$ cat src/rtl/a_rf_seq_pkg.sv
// Shared types and sizes for the A-operand RF sequencer.
// State enum, RF geometry, job length limits, start-address helper.
package a_rf_seq_pkg;

  localparam int RF_DEPTH = 8;
  localparam int ADDR_W   = $clog2(RF_DEPTH);
  localparam int MAX_LEN  = 8;
  localparam int LEN_W    = 4;
  localparam int STAT_W   = 16;

  typedef enum logic [1:0] {
    IDLE = 2'd0,
    LOAD = 2'd1,
    READ = 2'd2,
    DONE = 2'd3
  } state_e;

  // First read address of a pass: the oldest word
  // (dual read: the oldest pair, low half at r).
  function automatic logic [ADDR_W-1:0] start_addr(
    input logic [LEN_W-1:0] len,
    input logic             mdr
  );
    logic [LEN_W-1:0] t;
    t = len - (mdr ? LEN_W'(2) : LEN_W'(1));
    return t[ADDR_W-1:0];
  endfunction

endpackage

$ cat src/rtl/a_rf_seq_if.sv
// Handshake/control bundle between the job source, the A stream,
// the RF control pins and the multiplier (master drives jobs, slave = sequencer).
interface a_rf_seq_if #(
  parameter int PASS_W = 8
);
  import a_rf_seq_pkg::*;

  logic              start;
  logic              abort;
  logic [LEN_W-1:0]  cfg_len;
  logic [PASS_W-1:0] cfg_passes;
  logic              cfg_mdr;
  logic              ext_cea1;
  logic              ext_cea2;
  logic              a_valid;
  logic              a_ready;
  logic              CEA1;
  logic              CEA2;
  logic              RF_load;
  logic              MDRr;
  logic [ADDR_W-1:0] r_addr;
  logic              mult_valid;
  logic              mult_ready;
  logic              busy;
  logic              done;
  logic              cfg_err;

  modport master (
    output start, abort,
    output cfg_len, cfg_passes, cfg_mdr,
    output ext_cea1, ext_cea2,
    output a_valid, mult_ready,
    input  a_ready, CEA1, CEA2,
    input  RF_load, MDRr, r_addr,
    input  mult_valid, busy, done,
    input  cfg_err
  );

  modport slave (
    input  start, abort,
    input  cfg_len, cfg_passes, cfg_mdr,
    input  ext_cea1, ext_cea2,
    input  a_valid, mult_ready,
    output a_ready, CEA1, CEA2,
    output RF_load, MDRr, r_addr,
    output mult_valid, busy, done,
    output cfg_err
  );

endinterface

$ cat src/rtl/a_rf_seq_cfg_chk.sv
// Job legality check: len in 1..MAX_LEN, and even when dual read.
// Ports: len, mdr in; legal out (combinational).
module a_rf_seq_cfg_chk
  import a_rf_seq_pkg::*;
(
  input  logic [LEN_W-1:0] len,
  input  logic             mdr,
  output logic             legal
);

  logic len_ok;
  logic pair_ok;

  assign len_ok  = (len != '0) &&
                   (len <= LEN_W'(MAX_LEN));
  assign pair_ok = !(mdr && len[0]);
  assign legal   = len_ok && pair_ok;

endmodule

$ cat src/rtl/a_rf_sequencer.sv
// Controller for the 8-entry shift-loaded A RF: loads a job, replays it
// oldest-first for N passes. Ports: CLK, RSTA (async, high), bus (slave);
// stat_stall_cycles / stat_load_wait only when A_RF_SEQ_STATS_EN is defined.
module a_rf_sequencer
  import a_rf_seq_pkg::*;
#(
  parameter int PASS_W = 8
) (
  input  logic             CLK,
  input  logic             RSTA,
  a_rf_seq_if.slave        bus
`ifdef A_RF_SEQ_STATS_EN
  ,
  output logic [STAT_W-1:0] stat_stall_cycles,
  output logic [STAT_W-1:0] stat_load_wait
`endif
);

  state_e            state_q;
  state_e            state_d;

  logic [LEN_W-1:0]  len_q;
  logic [PASS_W-1:0] passes_q;
  logic [PASS_W-1:0] pass_cnt;
  logic [LEN_W-1:0]  load_cnt;
  logic              mdr_q;
  logic [ADDR_W-1:0] raddr_q;
  logic              err_q;

  logic              cfg_ok;
  logic              in_idle;
  logic              in_load;
  logic              in_read;
  logic              take_job;
  logic              bad_job;
  logic              a_rdy;
  logic              accept;
  logic              beat;
  logic              last_word;
  logic              pass_end;
  logic              last_pass;
  logic [ADDR_W-1:0] first_addr;
  logic [ADDR_W-1:0] step;

  a_rf_seq_cfg_chk u_cfg_chk (
    .len   (bus.cfg_len),
    .mdr   (bus.cfg_mdr),
    .legal (cfg_ok)
  );

  assign in_idle = (state_q == IDLE);
  assign in_load = (state_q == LOAD);
  assign in_read = (state_q == READ);

  // abort wins over a start seen in the same cycle
  assign take_job = in_idle && bus.start &&
                    !bus.abort && cfg_ok;
  assign bad_job  = in_idle && bus.start &&
                    !bus.abort && !cfg_ok;

  // no word is taken in an aborting cycle, so the
  // RF never sees a half-accounted load
  assign a_rdy  = in_load && !bus.abort;
  assign accept = a_rdy && bus.a_valid;
  assign beat   = in_read && bus.mult_ready;

  assign last_word = accept &&
    (load_cnt == len_q - LEN_W'(1));
  assign pass_end  = beat && (raddr_q == '0);
  assign last_pass = (pass_cnt ==
    passes_q - PASS_W'(1));

  assign first_addr = start_addr(len_q, mdr_q);
  assign step = mdr_q ? ADDR_W'(2) : ADDR_W'(1);

  always_comb begin
    state_d = state_q;
    unique case (state_q)
      IDLE: if (take_job) state_d = LOAD;
      LOAD: if (last_word) state_d = READ;
      READ: if (pass_end && last_pass)
              state_d = DONE;
      DONE: state_d = IDLE;
      default: state_d = IDLE;
    endcase
    if (bus.abort) state_d = IDLE;
  end

  always_ff @(posedge CLK or posedge RSTA) begin
    if (RSTA) state_q <= IDLE;
    else      state_q <= state_d;
  end

  always_ff @(posedge CLK or posedge RSTA) begin
    if (RSTA) begin
      len_q    <= '0;
      passes_q <= '0;
      pass_cnt <= '0;
      load_cnt <= '0;
      mdr_q    <= 1'b0;
      raddr_q  <= '0;
      err_q    <= 1'b0;
    end else begin
      err_q <= bad_job;
      if (take_job) begin
        len_q    <= bus.cfg_len;
        passes_q <= (bus.cfg_passes == '0) ?
                    PASS_W'(1) : bus.cfg_passes;
        mdr_q    <= bus.cfg_mdr;
        load_cnt <= '0;
        pass_cnt <= '0;
      end else if (accept) begin
        load_cnt <= load_cnt + LEN_W'(1);
        if (last_word) raddr_q <= first_addr;
      end else if (beat) begin
        if (raddr_q != '0) begin
          raddr_q <= raddr_q - step;
        end else if (!last_pass) begin
          // next pass follows with no bubble
          raddr_q  <= first_addr;
          pass_cnt <= pass_cnt + PASS_W'(1);
        end
      end
    end
  end

  assign bus.a_ready    = a_rdy;
  assign bus.RF_load    = accept;
  assign bus.CEA1       = in_idle && bus.ext_cea1;
  assign bus.CEA2       = in_idle && bus.ext_cea2;
  assign bus.MDRr       = mdr_q;
  assign bus.r_addr     = raddr_q;
  assign bus.mult_valid = in_read;
  assign bus.busy       = !in_idle;
  assign bus.done       = (state_q == DONE);
  assign bus.cfg_err    = err_q;

`ifdef A_RF_SEQ_STATS_EN
  always_ff @(posedge CLK or posedge RSTA) begin
    if (RSTA) begin
      stat_stall_cycles <= '0;
      stat_load_wait    <= '0;
    end else if (take_job) begin
      stat_stall_cycles <= '0;
      stat_load_wait    <= '0;
    end else begin
      if (in_read && !bus.mult_ready &&
          stat_stall_cycles != '1)
        stat_stall_cycles <=
          stat_stall_cycles + STAT_W'(1);
      if (in_load && !bus.a_valid &&
          stat_load_wait != '1)
        stat_load_wait <=
          stat_load_wait + STAT_W'(1);
    end
  end
`endif

endmodule

$ cat src/flat_wrapper.sv
// flat-port wrapper written by rule: the top's interface ports become plain ports
module a_rf_sequencer_flat import a_rf_seq_pkg::*;
#(
  parameter int PASS_W = 8
)
  (CLK, RSTA, bus_start, bus_abort, bus_cfg_len, bus_cfg_passes, bus_cfg_mdr, bus_ext_cea1, bus_ext_cea2, bus_a_valid, bus_mult_ready, bus_a_ready, bus_CEA1, bus_CEA2, bus_RF_load, bus_MDRr, bus_r_addr, bus_mult_valid, bus_busy, bus_done, bus_cfg_err);
  a_rf_seq_if #(.PASS_W(PASS_W)) bus_i ();
  input  logic CLK;
  input  logic RSTA;
  input wire logic [$bits(bus_i.start)-1:0] bus_start;
  input wire logic [$bits(bus_i.abort)-1:0] bus_abort;
  input wire logic [$bits(bus_i.cfg_len)-1:0] bus_cfg_len;
  input wire logic [$bits(bus_i.cfg_passes)-1:0] bus_cfg_passes;
  input wire logic [$bits(bus_i.cfg_mdr)-1:0] bus_cfg_mdr;
  input wire logic [$bits(bus_i.ext_cea1)-1:0] bus_ext_cea1;
  input wire logic [$bits(bus_i.ext_cea2)-1:0] bus_ext_cea2;
  input wire logic [$bits(bus_i.a_valid)-1:0] bus_a_valid;
  input wire logic [$bits(bus_i.mult_ready)-1:0] bus_mult_ready;
  output wire logic [$bits(bus_i.a_ready)-1:0] bus_a_ready;
  output wire logic [$bits(bus_i.CEA1)-1:0] bus_CEA1;
  output wire logic [$bits(bus_i.CEA2)-1:0] bus_CEA2;
  output wire logic [$bits(bus_i.RF_load)-1:0] bus_RF_load;
  output wire logic [$bits(bus_i.MDRr)-1:0] bus_MDRr;
  output wire logic [$bits(bus_i.r_addr)-1:0] bus_r_addr;
  output wire logic [$bits(bus_i.mult_valid)-1:0] bus_mult_valid;
  output wire logic [$bits(bus_i.busy)-1:0] bus_busy;
  output wire logic [$bits(bus_i.done)-1:0] bus_done;
  output wire logic [$bits(bus_i.cfg_err)-1:0] bus_cfg_err;
  assign bus_i.start = bus_start;
  assign bus_i.abort = bus_abort;
  assign bus_i.cfg_len = bus_cfg_len;
  assign bus_i.cfg_passes = bus_cfg_passes;
  assign bus_i.cfg_mdr = bus_cfg_mdr;
  assign bus_i.ext_cea1 = bus_ext_cea1;
  assign bus_i.ext_cea2 = bus_ext_cea2;
  assign bus_i.a_valid = bus_a_valid;
  assign bus_i.mult_ready = bus_mult_ready;
  assign bus_a_ready = bus_i.a_ready;
  assign bus_CEA1 = bus_i.CEA1;
  assign bus_CEA2 = bus_i.CEA2;
  assign bus_RF_load = bus_i.RF_load;
  assign bus_MDRr = bus_i.MDRr;
  assign bus_r_addr = bus_i.r_addr;
  assign bus_mult_valid = bus_i.mult_valid;
  assign bus_busy = bus_i.busy;
  assign bus_done = bus_i.done;
  assign bus_cfg_err = bus_i.cfg_err;
  a_rf_sequencer #(.PASS_W(PASS_W)) u_core (.CLK(CLK), .RSTA(RSTA), .bus(bus_i));
endmodule
$ cat config.mk
export PLATFORM = sky130hd
export DESIGN_NAME = a_rf_sequencer_flat
export DESIGN_NICKNAME = d
export VERILOG_FILES = /design/src/rtl/a_rf_seq_pkg.sv /design/src/rtl/a_rf_seq_if.sv /design/src/rtl/a_rf_seq_cfg_chk.sv /design/src/rtl/a_rf_sequencer.sv /design/src/flat_wrapper.sv
export SDC_FILE = /design/constraint.sdc
export NUM_CORES = 1
export LEC_CHECK = 0
export ABC_AREA = 1
export BUFFER_PORTS_ARGS = -buffer_cell sky130_fd_sc_hd__buf_2
export CAP_MARGIN = 20
export CELL_PAD_IN_SITES_DETAIL_PLACEMENT = 0
export CELL_PAD_IN_SITES_GLOBAL_PLACEMENT = 1
export CORE_UTILIZATION = 41
export CTS_CLUSTER_SIZE = 40
export DETAILED_ROUTE_END_ITERATION = 8
export PLACE_DENSITY_LB_ADDON = 0.1
export REMOVE_ABC_BUFFERS = 1
export SYNTH_ARGS = -nofsm -noshare
export SYNTH_HDL_FRONTEND = slang
export SYNTH_HIERARCHICAL = 1
export SYNTH_SLANG_ARGS = --single-unit
$ cat constraint.sdc
create_clock -name CLK -period 2.1 [get_ports CLK]
set_input_delay 0 -clock CLK [delete_from_list [all_inputs] [get_ports CLK]]
set_output_delay 0 -clock CLK [all_outputs]
set_load 0.05 [all_outputs]
==> After elaboration in Yosys (flattened, before gate mapping) <==
Index checks and enable logic that the tools add are counted.
{ "totals": {"regBits": 31, "in_bits": 21} }
{ "op_classes": {"add_sub_neg": 6, "magnitude_cmp": 1, "eq_ne": 13, "n_mux": 20, "bitwise": 1, "n_reduce_logical": 30} }
{ "ops": {"columns": ["cell", "n"], "rows": [
  ["$mux W8", 6],
  ["$logic_and A1 B1 Y1", 15],
  ["$mux W3", 5],
  ["$mux W2", 6],
  ["$ne A3 B3 Y1 const B", 3],
  ["$add A8 B1 Y8 const B", 1],
  ["$eq A8 B8 Y1", 1],
  ["$logic_not A8 Y1", 1],
  ["$mux W4", 2],
  ["$pmux W2 S4", 1],
  ["$reduce_and A4 Y1", 2],
  ["$sub A8 B1 Y8 const B", 1],
  ["$ne A2 B1 Y1 const B", 3],
  ["$reduce_bool A2 Y1", 3],
  ["$sub A3 B3 Y3", 2],
  ["$add A4 B1 Y4 const B", 1],
  ["$eq A2 B2 Y1 const B", 2],
  ["$eq A4 B4 Y1", 1],
  ["$le A4 B4 Y1 const B", 1],
  ["$logic_not A1 Y1", 4],
  ["$reduce_bool A4 Y1", 1],
  ["$sub A4 B1 Y4 const B", 1],
  ["$logic_not A3 Y1", 1],
  ["$ne A3 B2 Y1 const B", 1],
  ["6 further kinds", 6]
]} }

==> Longest topological paths before layout <==
{ "depth": {"word_depth": 7, "ltp_mapped": 14, "depth_no_buf": 14} }

==> Modules after synthesis <==
The synthesis kept the hierarchy.
{ "by_module_without_submodules": {"columns": ["mod", "instances", "cells_per_inst", "area_each_um2"], "rows": [
  ["a_rf_sequencer", 1, 309, 2214.6],
  ["a_rf_seq_cfg_chk", 1, 7, 31.3]
]} }

==> Worst setup path before layout <==
Ideal clock, no wire load.
{ "synth_timing": {"kind": "register -> register", "startpoint": "reg u_core.state_q[1]", "endpoint": "reg u_core.state_q[0]", "setup_time_ps": 128, "arrival_time_ps": 2114, "required_time_ps": 1972, "slack_ps": -142, "path_stages_with_launch": 13, "n_path_buf": 0, "path_cell_list": "dfrtp_1 > inv_1 > ha_1 > inv_1 > nor2_2 > nand2_2 > inv_2 > nand3_1 > o21a_1 > nor2_1 > nand2_1 > nand2_1 > o21ai_0"} }
{ "synth_between": {"elab_chain_cells": 6} }
{ "synth_lines": {"columns": ["item", "line_no", "text"], "rows": [
  ["start, declared", "a_rf_sequencer.sv:19", "state_e state_q;"],
  ["start signal, assigned", "a_rf_sequencer.sv:91", "else state_q <= state_d;"],
  ["$eq A2 B1 Y1", "a_rf_sequencer.sv:52", "assign in_load = (state_q == LOAD);"],
  ["$logic_and A1 B1 Y1", "a_rf_sequencer.sv:63", "assign a_rdy = in_load && !bus.abort;"],
  ["named net bus_a_ready", "flat_wrapper.sv:19", "output wire logic [$bits(bus_i.a_ready)-1:0] bus_a_ready;"],
  ["$logic_and A1 B1 Y1", "a_rf_sequencer.sv:64", "assign accept = a_rdy && bus.a_valid;"],
  ["named net bus_RF_load", "flat_wrapper.sv:22", "output wire logic [$bits(bus_i.RF_load)-1:0] bus_RF_load;"],
  ["$logic_and A1 B1 Y1", "a_rf_sequencer.sv:67", "assign last_word = accept &&"],
  ["$ne A3 B3 Y1 (no source line)", null, null],
  ["$reduce_and A3 Y1 (no source line)", null, null]
]} }
The timed path passes the listed nets, and every way through them passes these cells.
A chain may end at the register's enable or synchronous reset.

==> Worst setup path after layout <==
{ "layout_timing": {"startpoint": "reg u_core.state_q[0]", "endpoint": "reg u_core.pass_cnt[4]"} }
{ "layout_between": {"elab_chain_cells": 6} }
{ "layout_lines": {"columns": ["item", "line_no", "text"], "rows": [
  ["$logic_not A2 Y1", "a_rf_sequencer.sv:51", "assign in_idle = (state_q == IDLE);"],
  ["$logic_and A1 B1 Y1 (2 in series)", "a_rf_sequencer.sv:56", "assign take_job = in_idle && bus.start &&"],
  ["$logic_and A1 B1 Y1", "a_rf_sequencer.sv:57", "!bus.abort && cfg_ok;"],
  ["$ne A2 B1 Y1 (no source line) / $reduce_bool A2 Y1 (equally long branches)", null, null],
  ["$reduce_and A4 Y1 (no source line)", null, null],
  ["end signal, assigned", "a_rf_sequencer.sv:121", "pass_cnt <= pass_cnt + PASS_W'(1);"],
  ["end, declared", "a_rf_sequencer.sv:24", "logic [PASS_W-1:0] pass_cnt;"]
]} }
Several ways; a longest one is shown, not always the timed one.

==> flow_summary.json <==
{
  "status": "completed",
  "ys_warn_count": 6,
  "synthArstFlopShare": 1.000,
  "cts_root_buf": "clkbuf_8",
  "ios": 33,
  "tightest_slew_ps": 465.2,
  "post-dp-hpwl_mm": 3.659,
  "synth_area_um2": 2246,
  "drt-initial-drc-count": 77,
  "fp-row-count": 26,
  "critPathLaunchType": "flop",
  "slew_headroom": 0.6878,
  "first_global_vias": 1974,
  "hold_path.class": "in -> reg",
  "clk_pin_slew_worst_paths_ps": 70,
  "grt_pass1_wl_mm": 8.838,
  "yosysTopAreaCellShare": 0.3454,
  "drt-total-wl_mm": 5.125,
  "grt_busiest_layer": "met2",
  "synth_ff_type": "dfrtp_1",
  "critPathMaxFanout": 8,
  "slowest_stage": "dfrtp_1",
  "r2r-start": "u_core/state_q[0]",
  "cts.sinks": 31,
  "crit_cells": 7,
  "vias": 2056,
  "place_inst": 417,
  "dieArea_um2": 5778,
  "synth_top_cell_by_area": "dfrtp_1",
  "cpPeakStageDelay_ps": 420,
  "core_area_um2": 5205,
  "critPathTopFamily": "simple AND/OR/NAND/NOR gates",
  "grt_overflow": 0,
  "syn_avg_cell_area_um2": 7.107,
  "max_freq_mhz": 523.7,
  "grt_util_met1": 0.2722,
  "synth_cells": 316,
  "rrSetupSlack_ps": 190,
  "wire_per_inst_um": 11.60,
  "port_buffers": 32,
  "fillCellCount": 546,
  "layout.nets": 404,
  "hold_slack_ps": 85.42,
  "worstRegToRegCells": 7,
  "cp-end-kind": "flop",
  "clock_latency_ps": 280,
  "p_per_area_nw_per_um2": 1283,
  "finalCriticalPeriod_ps": 1910,
  "vdd_drop_max_mv": 0.7164,
  "via_per_inst": 4.652,
  "postRouteAntennaNets": 0,
  "cts_tree": "yes",
  "netlist_top_cells_area": "dfrtp_1 35%, nand2_1 18%, inv_1 7.9%, ha_1 5.6%, o21ai_0 3.8%",
  "synth_edf_count": 0,
  "synth.distinct_cells": 32,
  "cp.arrival_ps": 2080,
  "cts_buffers": 5,
  "clk_path_buf_depth": 2,
  "slew_violations": 0,
  "dpl_cell_area_um2": 2485,
  "worstSetupPathType": "reg -> reg",
  "ys_ff_latch": 31,
  "worstReg2RegEnd": "u_core/pass_cnt[4]",
  "grt_max_degree": 32,
  "use_met2": 0.2882,
  "finalCritPeriodShare": 0.9093,
  "skew_ps": 4.613,
  "gp_congestion": 0.7856,
  "worstSetupStartpoint": "u_core/state_q[0]",
  "die_h_um": 76.01,
  "finalPower_w": 0.003540,
  "hp-start": "bus_a_valid",
  "post-cts-setup-buffers": 0,
  "first_pass_iters": 4,
  "h-tree-depth": 2,
  "drive_gt1_frac": 0.1935,
  "drv_cap": 0,
  "start_util": 0.4315,
  "track_usage": 0.1890,
  "finalSetupViolCount": 0,
  "crit_path_end": "u_core/pass_cnt[4]",
  "cp_data_required_time_ps": 2270,
  "hold_viol": 0,
  "final_cells": 442,
  "drc_errors": 0,
  "gr-usage-met3": 0.03353,
  "path_buf_inv": 1,
  "diodes": 0,
  "yosysSeqAreaShare": 0.3454,
  "worstPathCellList": "inv_1 -> ha_1 -> nand4_2 -> o21ai_1 -> nand3_4 -> nand2_1 -> o21ai_2",
  "die_w_um": 76.01,
  "antenna_found_initial": 0,
  "fin_area_um2": 2759,
  "synthToLayoutAreaGrowth_pct": 22.84,
  "p_leak_nw": 1.449
}
[per-layer routing]
metal,share of wire,routed length (µm)
met2,0.42,2169
met5,0,0
met1,0.54,2763
met4,0.011,58
met3,0.026,134
[synth_stat cells (2+ instances only)]
library cell	instances
nor4_1	2
nor2_2	4
nand3_1	12
o21ai_2	8
buf_2	3
inv_1	47
nor2_1	19
fa_1	2
xor2_1	4
a21oi_1	7
clkbuf_1	2
inv_2	3
xnor2_1	5
dfrtp_1	31
nand4_1	9
mux2i_1	2
nor3_1	7
nand2_2	5
nand2_1	106
o21ai_0	17
ha_1	10
[area by class of cell]
type	instances	area (µm²)	share of cell area
inverter	50	187.7	0.06803
clock inverter	1	5.005	0.001814
sequential	31	775.7	0.2812
timing repair buffer	54	365.4	0.1324
multi-input combinational	229	1261	0.4571
clock buffer	7	76.32	0.02766
tap	70	87.58	0.03175
[cells in the final DEF, fill, tap and decap left out]
| master | Yosys | routed |
|---|---|---|
| a211oi_1 | 1 | 1 |
| a21oi_1 | 7 | 7 |
| a31oi_1 | 1 | 1 |
| buf_2 | 3 | 32 |
| buf_4 | 0 | 6 |
| clkbuf_1 | 2 | 2 |
| clkbuf_8 | 0 | 5 |
| clkinv_2 | 0 | 1 |
| dfrtp_1 | 31 | 31 |
| dlygate4sd3_1 | 0 | 16 |
| fa_1 | 2 | 2 |
| ha_1 | 10 | 10 |
| inv_1 | 47 | 46 |
| inv_2 | 3 | 4 |
| mux2i_1 | 2 | 2 |
| nand2_1 | 106 | 106 |
| nand2_2 | 5 | 5 |
| nand3_1 | 12 | 10 |
| nand3_2 | 1 | 3 |
| nand3_4 | 1 | 2 |
| nand3b_1 | 1 | 1 |
| nand4_1 | 9 | 9 |
| nand4_2 | 1 | 1 |
| nor2_1 | 19 | 19 |
| nor2_2 | 4 | 3 |
| nor2_4 | 1 | 2 |
| nor3_1 | 7 | 7 |
| nor4_1 | 2 | 2 |
| o21a_1 | 1 | 1 |
| o21ai_0 | 17 | 16 |
| o21ai_1 | 1 | 2 |
| o21ai_2 | 8 | 8 |
| xnor2_1 | 5 | 5 |
| xor2_1 | 4 | 4 |
[worst min-delay path by stage]
stage / to / slack [ps] / cells past startpoint
after floorplan: u_core/bus.cfg_err / 70 / 1
after global placement: u_core/bus.r_addr[0] / 110 / 3
after detailed placement: u_core/pass_cnt[3] / 110 / 3
after CTS: u_core/load_cnt[0] / 80 / 3
after global routing: u_core/load_cnt[0] / 100 / 3
final: u_core/load_cnt[0] / 90 / 3
[power by group]
part	internal (W)	leakage, nW	switching, W
clock	0.000233	0.0422	0.000231
sequential	0.000819	0.397	0.000257
combinational	0.000714	1.01	0.00129
[flip-flops by register name, summed over array words and instances, names as in the netlist]
register,cells
u_core/bus.cfg_err,1
u_core/load_cnt,4
u_core/passes_q,8
u_core/bus.MDRr,1
u_core/len_q,4
u_core/pass_cnt,8
u_core/bus.r_addr,3
u_core/state_q,2
[timing repair]
item                                    in CTS  in global routing
hold buffers                                16                  0
resized for setup                            0                  6
endpoints found under the setup margin       0                 12
hold endpoints to repair                    45                  0
[logic make-up (layout without fill, tap and decap cells)]
family | after synthesis | after routing | share of synthesized area
AOI/OAI and AO/OA | 36 | 36 | 0.09638
xor gates and xnor gates | 9 | 9 | 0.03509
adders and majority gates | 12 | 12 | 0.07354
buffers and inverters | 57 | 112 | 0.1075
DFF | 31 | 31 | 0.3454
muxes | 2 | 2 | 0.008914
and+or+nand+nor | 169 | 170 | 0.3331
[worst register-to-register path, stage by stage (launching register included)]
cell,delay (ps)
dfrtp_1,420
inv_1,90
ha_1,270
nand4_2,290
o21ai_1,370
nand3_4,200
nand2_1,110
o21ai_2,50
[through the flow]
stage	utilization	setup WS [ps]	setup TNS, ps
2_1_floorplan	-	-142.0	-692.8
3_3_place_gp	0.4774	201.9	0
3_5_place_dp	0.4774	132.2	0
4_1_cts	0.5238	118.3	0
5_1_grt	0.5300	-10.09	-10.09
6_report	0.5300	190.5	0
Power figures use the tool's default switching activity.
